`config.mk`:
```
export PLATFORM = sky130hd
export DESIGN_NAME = conv_layer_engine
export DESIGN_NICKNAME = d
export VERILOG_FILES = /design/src/rtl/conv_pkg.sv /design/src/rtl/conv_mac_unit.sv /design/src/rtl/conv_layer_engine.sv
export SDC_FILE = /design/constraint.sdc
export NUM_CORES = 1
export LEC_CHECK = 0
export ABC_AREA = 1
export CAP_MARGIN = 40
export CORE_MARGIN = 1
export CORE_UTILIZATION = 65
export CTS_BUF_LIST = sky130_fd_sc_hd__clkbuf_4 sky130_fd_sc_hd__clkbuf_8
export DETAILED_ROUTE_END_ITERATION = 6
export PLACE_DENSITY = 0.89
export SYNTH_ARGS = -nofsm -noshare
export SYNTH_HDL_FRONTEND = slang
export SYNTH_HIERARCHICAL = 1
export SYNTH_SLANG_ARGS = --single-unit
```
`constraint.sdc`:
```
create_clock -name clk -period 12.2 [get_ports clk]
set_input_delay 2.44 -clock clk [delete_from_list [all_inputs] [get_ports clk]]
set_output_delay 2.44 -clock clk [all_outputs]
set_load 0.005 [all_outputs]
```
`src/rtl/conv_pkg.sv`:
```
// Shared state encoding and elaboration-time helpers for the convolution layer engine.
// Saturation is done in a fixed 64-bit domain so one function serves any ACC_W/DATA_W pair.
package conv_pkg;

    typedef enum logic [2:0] {
        IDLE,
        BIAS,
        MAC,
        DRAIN,
        EMIT,
        DONE
    } conv_state_t;

    localparam int SAT_W = 64;

    function automatic int out_dim(input int n, input int k, input int pad, input int stride);
        return (n + 2 * pad - k) / stride + 1;
    endfunction

    function automatic int cnt_w(input int n);
        return (n > 1) ? $clog2(n) : 1;
    endfunction

    function automatic logic signed [SAT_W-1:0] sat_signed(input logic signed [SAT_W-1:0] v,
                                                           input int w);
        logic signed [SAT_W-1:0] hi;
        logic signed [SAT_W-1:0] lo;
        logic signed [SAT_W-1:0] res;
        hi  = (64'sd1 <<< (w - 1)) - 64'sd1;
        lo  = -(64'sd1 <<< (w - 1));
        res = v;
        if (v > hi) res = hi;
        if (v < lo) res = lo;
        return res;
    endfunction

endpackage

```
`src/rtl/conv_mac_unit.sv`:
```
// Two-stage multiply-accumulate: stage 1 registers the gated product of the returning read data,
// stage 2 folds it into the accumulator. acc_next is exposed so the owner can capture the final sum.
module conv_mac_unit
    import conv_pkg::*;
#(
    parameter int DATA_W = 32,
    parameter int WGT_W  = 8,
    parameter int ACC_W  = 48
) (
    input  logic                     clk,
    input  logic                     reset,
    input  logic                     clear,
    input  logic                     seed,
    input  logic signed [DATA_W-1:0] seed_val,
    input  logic                     tap_issue,
    input  logic                     tap_zero,
    input  logic signed [DATA_W-1:0] act,
    input  logic signed [WGT_W-1:0]  wgt,
    output logic signed [ACC_W-1:0]  acc_next
);

    logic                    tap_valid_q;
    logic                    tap_zero_q;
    logic signed [ACC_W-1:0] prod_q;
    logic signed [ACC_W-1:0] acc;

    // The tap flags travel one cycle to line up with the memory read data they describe.
    always_ff @(posedge clk or posedge reset) begin
        if (reset) begin
            tap_valid_q <= 1'b0;
            tap_zero_q  <= 1'b0;
            prod_q      <= '0;
            acc         <= '0;
        end else begin
            tap_valid_q <= tap_issue;
            tap_zero_q  <= tap_zero;
            prod_q      <= (tap_valid_q && !tap_zero_q) ? ACC_W'(act) * ACC_W'(wgt) : '0;
            acc         <= acc_next;
        end
    end

    always_comb begin
        acc_next = acc + prod_q;
        if (seed)  acc_next = ACC_W'(seed_val);
        if (clear) acc_next = '0;
    end

endmodule

```
`src/rtl/conv_layer_engine.sv`:
```
// Sequential conv + bias + optional ReLU layer: one output pixel at a time through a single MAC,
// padding handled implicitly by suppressing out-of-map activation reads.
module conv_layer_engine
    import conv_pkg::*;
#(
    parameter int IN_CH  = 16,
    parameter int OUT_CH = 32,
    parameter int H      = 14,
    parameter int W      = 14,
    parameter int K      = 3,
    parameter int PAD    = 1,
    parameter int STRIDE = 1,
    parameter int DATA_W = 32,
    parameter int WGT_W  = 8,
    parameter int ACC_W  = 48,
    parameter int RELU   = 1,
    localparam int OH      = out_dim(H, K, PAD, STRIDE),
    localparam int OW      = out_dim(W, K, PAD, STRIDE),
    localparam int ACT_AW  = cnt_w(IN_CH * H * W),
    localparam int WGT_AW  = cnt_w(OUT_CH * IN_CH * K * K),
    localparam int BIAS_AW = cnt_w(OUT_CH),
    localparam int OUT_AW  = cnt_w(OUT_CH * OH * OW)
) (
    input  logic                     clk,
    input  logic                     reset,
    input  logic                     start,
    output logic                     busy,
    output logic                     done,
    output logic                     act_rd_en,
    output logic [ACT_AW-1:0]        act_rd_addr,
    input  logic signed [DATA_W-1:0] act_rd_data,
    output logic                     wgt_rd_en,
    output logic [WGT_AW-1:0]        wgt_rd_addr,
    input  logic signed [WGT_W-1:0]  wgt_rd_data,
    output logic [BIAS_AW-1:0]       bias_rd_addr,
    input  logic signed [DATA_W-1:0] bias_rd_data,
    output logic                     out_valid,
    input  logic                     out_ready,
    output logic signed [DATA_W-1:0] out_data,
    output logic [OUT_AW-1:0]        out_addr,
    output logic                     sat_flag
);

    localparam int FW = cnt_w(OUT_CH);
    localparam int IW = cnt_w(OH);
    localparam int JW = cnt_w(OW);
    localparam int CW = cnt_w(IN_CH);
    localparam int KW = cnt_w(K);

    conv_state_t state, state_next;

    logic [FW-1:0] f;
    logic [IW-1:0] i;
    logic [JW-1:0] j;
    logic [CW-1:0] c;
    logic [KW-1:0] m, n;
    logic          drain_cnt;

    int  row, col;
    logic outside, first_tap, last_tap, last_pixel, clamp;
    logic signed [ACC_W-1:0]  mac_next;
    logic signed [SAT_W-1:0]  acc_ext, acc_sat;
    logic signed [DATA_W-1:0] pix;

    always_comb begin
        row        = int'(i) * STRIDE + int'(m) - PAD;
        col        = int'(j) * STRIDE + int'(n) - PAD;
        outside    = (row < 0) || (row >= H) || (col < 0) || (col >= W);
        first_tap  = (c == '0) && (m == '0) && (n == '0);
        last_tap   = (c == CW'(IN_CH - 1)) && (m == KW'(K - 1)) && (n == KW'(K - 1));
        last_pixel = (f == FW'(OUT_CH - 1)) && (i == IW'(OH - 1)) && (j == JW'(OW - 1));
    end

    // Addresses are parked at zero whenever their strobe is low.
    always_comb begin
        act_rd_addr  = act_rd_en ? ACT_AW'((int'(c) * H + row) * W + col) : '0;
        wgt_rd_addr  = wgt_rd_en ?
                       WGT_AW'(((int'(f) * IN_CH + int'(c)) * K + int'(m)) * K + int'(n)) : '0;
        bias_rd_addr = BIAS_AW'(f);
    end

    always_ff @(posedge clk or posedge reset) begin
        if (reset) state <= IDLE;
        else       state <= state_next;
    end

    always_comb begin
        state_next = state;
        busy       = 1'b0;
        done       = 1'b0;
        out_valid  = 1'b0;
        act_rd_en  = 1'b0;
        wgt_rd_en  = 1'b0;
        case (state)
            IDLE:  if (start) state_next = BIAS;
            BIAS: begin
                busy       = 1'b1;
                state_next = MAC;
            end
            MAC: begin
                busy      = 1'b1;
                wgt_rd_en = 1'b1;
                act_rd_en = !outside;
                if (last_tap) state_next = DRAIN;
            end
            DRAIN: begin
                busy = 1'b1;
                if (drain_cnt) state_next = EMIT;
            end
            EMIT: begin
                busy      = 1'b1;
                out_valid = 1'b1;
                if (out_ready) state_next = last_pixel ? DONE : BIAS;
            end
            DONE: begin
                done       = 1'b1;
                state_next = IDLE;
            end
            default: state_next = IDLE;
        endcase
    end

    conv_mac_unit #(
        .DATA_W(DATA_W),
        .WGT_W (WGT_W),
        .ACC_W (ACC_W)
    ) u_mac (
        .clk      (clk),
        .reset    (reset),
        .clear    (state == BIAS),
        .seed     ((state == MAC) && first_tap),
        .seed_val (bias_rd_data),
        .tap_issue(state == MAC),
        .tap_zero (outside),
        .act      (act_rd_data),
        .wgt      (wgt_rd_data),
        .acc_next (mac_next)
    );

    always_comb begin
        acc_ext = SAT_W'(mac_next);
        acc_sat = sat_signed(acc_ext, DATA_W);
        clamp   = (acc_sat != acc_ext);
        pix     = ((RELU != 0) && (acc_sat < 0)) ? '0 : acc_sat[DATA_W-1:0];
    end

    // The output register captures the complete sum on the second drain cycle, so EMIT holds it.
    always_ff @(posedge clk or posedge reset) begin
        if (reset) begin
            f         <= '0;
            i         <= '0;
            j         <= '0;
            c         <= '0;
            m         <= '0;
            n         <= '0;
            drain_cnt <= 1'b0;
            out_data  <= '0;
            out_addr  <= '0;
            sat_flag  <= 1'b0;
        end else begin
            case (state)
                IDLE: if (start) begin
                    f        <= '0;
                    i        <= '0;
                    j        <= '0;
                    c        <= '0;
                    m        <= '0;
                    n        <= '0;
                    sat_flag <= 1'b0;
                end
                MAC: begin
                    if (n == KW'(K - 1)) begin
                        n <= '0;
                        if (m == KW'(K - 1)) begin
                            m <= '0;
                            c <= (c == CW'(IN_CH - 1)) ? '0 : c + 1'b1;
                        end else begin
                            m <= m + 1'b1;
                        end
                    end else begin
                        n <= n + 1'b1;
                    end
                end
                DRAIN: begin
                    drain_cnt <= !drain_cnt;
                    if (drain_cnt) begin
                        out_data <= pix;
                        out_addr <= OUT_AW'((int'(f) * OH + int'(i)) * OW + int'(j));
                        if (clamp) sat_flag <= 1'b1;
                    end
                end
                EMIT: if (out_ready) begin
                    if (j == JW'(OW - 1)) begin
                        j <= '0;
                        if (i == IW'(OH - 1)) begin
                            i <= '0;
                            f <= (f == FW'(OUT_CH - 1)) ? '0 : f + 1'b1;
                        end else begin
                            i <= i + 1'b1;
                        end
                    end else begin
                        j <= j + 1'b1;
                    end
                end
                default: ;
            endcase
        end
    end

endmodule

```
==> run metrics <==
area of the multi-input gates around 17,000 um2; H-tree Lvls 4; crit path buf inv count 8; number of synthesis warnings 6; final setup TNS 0 ns; Final setup viols 0; vias in the first global route 22,900; CP max stage delay roughly 0.54 ns; CTS buffer count 17; Worst Setup SP i[0]; RePlAce Congestion slightly above 1; Final period util 0.779; cell area after synthesis around 25,000 um2; Seq cells post-synth ~160; # rows between 70 and 80; CP max-delay cell fa_1; postcts setup bufs 0; CP endpoint act_rd_addr[11]; die width ~200 um; post-synthesis simple-gate area fraction 0.268; Crit path depth 28; Layout area overhead 9.91%; mux cell area share after synthesis 0; clk_lat worst skew approximately 0.49 ns; hold crit path type reg -> reg; DRC 0; Nets 4,419; Worst R2R Path Depth 24; post-DP HPWL roughly 53,000 um; max-slew violations 0; routed via count between 20,000 and 25,000; Seq/Total Area, Yosys 0.160; Ports 157; initial core utilization 0.664; xor/xnor share of the synthesized area 0.0261; Critical Path Fanout Max 8; EDFF count, synth 0; final WL approximately 64,000 um; CTS Buffer Depth 2; crit path capture type primary output; fmax ~110 MHz; CTS root buf clkbuf_8; Worst Skew between 0.015 and 0.02 ns; # fillers roughly 3,100; core area 37,800 um2; cts hold-fix bufs 0; Synth async-reset ratio 1.00; cell mode on critical path inv_1; clock transition at the registers of the reported paths roughly 0.090 ns; worst relative slew slack 0.405; Hold Vio Cnt, Final 0; die area around 39,000 um2; CP startpoint kind flop; Vias/cell roughly 5.3; WS Path Type reg -> out; crit path DAT between 7 and 8 ns; largest net degree at the start of global routing between 60 and 70; wire length per cell about 15 um; worst endpoint required time roughly 10 ns; DRT Pass-1 Iters 7; outcome completed; CTS tree done; predominant post-synthesis flop cell dfrtp_1; FF-to-FF setup slack 7.12 ns; Largest delay share family, worst path adder cells; Synth Area in Compound Gates 0.0751; crit path time final around 9.5 ns; Post-Syn Area per Cell roughly 6.7 um2; post-synthesis adder-cell area fraction 0.309; I/O Buffers around 160; Syn Nets approximately 4,300; largest family of logic cells by synthesized area adder cells; ANT nets after route 0; Chip Height between 150 and 200 um; Hold Crit Start out_data[17]; gr usage total 0.340; first-pass GRT wire length around 110,000 um; Seq. cell area a little over 4000 um2; Congestion Overflow GR 0; Syn Inst Count about 3,800; PostCTS Resize Cnt 0; number of max-cap violations 0; 1st-iter DRT viols between 1,500 and 2,000; CTS Sinks between 150 and 200; FF-to-FF End out_addr[10]; post-synth cell types 55; RSZ-0062 raised after global routing no; layout cells sized above 1 0.0392; Slew @ Worst Pin between 0.8 and 0.9 ns; initial antenna violation count 1; Worst R2R Start bias_rd_addr[0]
## layout make-up
type / count / share of cell area
flip-flops and latches: 161 / 0.146
clock buffers: 20 / 0.00974
diodes: 1 / 0.0000906
inverters: 979 / 0.133
multi-input cells: 2531 / 0.617
well taps: 511 / 0.0231
repair buffers: 175 / 0.0641
clock inverters: 11 / 0.00648
## state kept, by name, summed over array words and instances (netlist names), 2 cells and up
| name | flops |
|---|---|
| j | 4 |
| u_mac/prod_q | 40 |
| m | 2 |
| c | 4 |
| out_data | 32 |
| bias_rd_addr | 5 |
| out_addr | 13 |
| u_mac/acc | 48 |
| n | 2 |
| i | 4 |
| state | 3 |
## cells in the final DEF (no fill, tap or decap), types with 13 or more instances in the layout
master	n
xor2_1	55
clkbuf_8	19
nand2_2	25
xnor2_1	20
a21oi_1	160
clkdlybuf4s50_1	156
inv_2	13
inv_1	961
buf_4	15
nor3_1	16
dfrtp_1	161
nand2_1	1012
fa_1	237
nor2_1	337
nor2_2	18
nand4_1	41
ha_1	241
o21ai_0	131
nand3_1	127
## logic make-up (layout without fill, tap and decap cells)
group | count (synthesis) | after routing
AND/OR/NAND/NOR | 1629 | 1629
buffers and inverters | 1065 | 1185
adder cells (fa/ha/maj) | 478 | 478
AO/OA/AOI/OAI | 349 | 349
flip-flops | 161 | 161
XOR/XNOR | 75 | 75
other | 0 | 1
## cell usage after synthesis (6+ instances only)
cell,n,area [um2]
clkbuf_1,45,169
inv_1,964,3620
nand2_2,25,156
fa_1,237,4740
a31oi_1,7,43.8
inv_2,12,45.0
nor2_2,18,113
clkbuf_2,28,140
or2_2,11,68.8
o21ai_0,131,656
dfrtp_1,161,4030
buf_2,9,45.0
nand3_2,11,110
nand2_1,1012,3800
o21bai_1,11,82.6
xor2_1,55,482
o21ai_1,6,30.0
a21boi_0,6,45.0
ha_1,241,3020
nor3_1,17,85.1
nand3_1,127,636
nor2_1,337,1260
xnor2_1,20,175
nand4_1,41,257
a21oi_1,160,801
nor4_1,6,37.5
## metal layers
layer / track usage / wire [um] / share of wire
met2: 0.587 / 30800 / 0.48
met1: 0.448 / 27400 / 0.43
met4: 0.0923 / 1280 / 0.020
met3: 0.0465 / 4640 / 0.072
met5: 0 / 0 / 0
## worst min path at each step
| stage | end | depth (start not counted) |
|---|---|---|
| detailed placement | out_data[29] | 2 |
| global placement | out_addr[2] | 2 |
| floorplan | out_data[31] | 2 |
| CTS | out_data[29] | 2 |
| global route | out_data[24] | 2 |
| finish | out_data[17] | 2 |
## worst register-to-register path: cells and delay by family, from the launching register on
| kind | cells | cell delay, ns |
|---|---|---|
| adders and majority gates | 5 | 2.17 |
| buffers and inverters | 3 | 0.28 |
| DFF | 1 | 0.60 |
| AOI/OAI and AO/OA | 1 | 0.24 |
| and+or+nand+nor | 14 | 1.38 |
| xor gates and xnor gates | 1 | 0.33 |
## through the flow
stage	worst slack, ns	hold slack (ns)	cell area, um2	cells	utilization
after detailed placement	3.24	0.464	27200	4357	0.718
after CTS	2.68	0.489	27600	4388	0.730
after global routing	2.20	0.501	27600	4389	0.730
after global placement	3.39	0.459	27100	4353	0.716
after floorplan	4.18	0.460	25100	3757	-
final	2.69	0.483	27600	4389	0.730
Power is left out: the tool's default activity adds up to more than one toggle a clock period on the data nets, which glitch-free logic cannot reach.
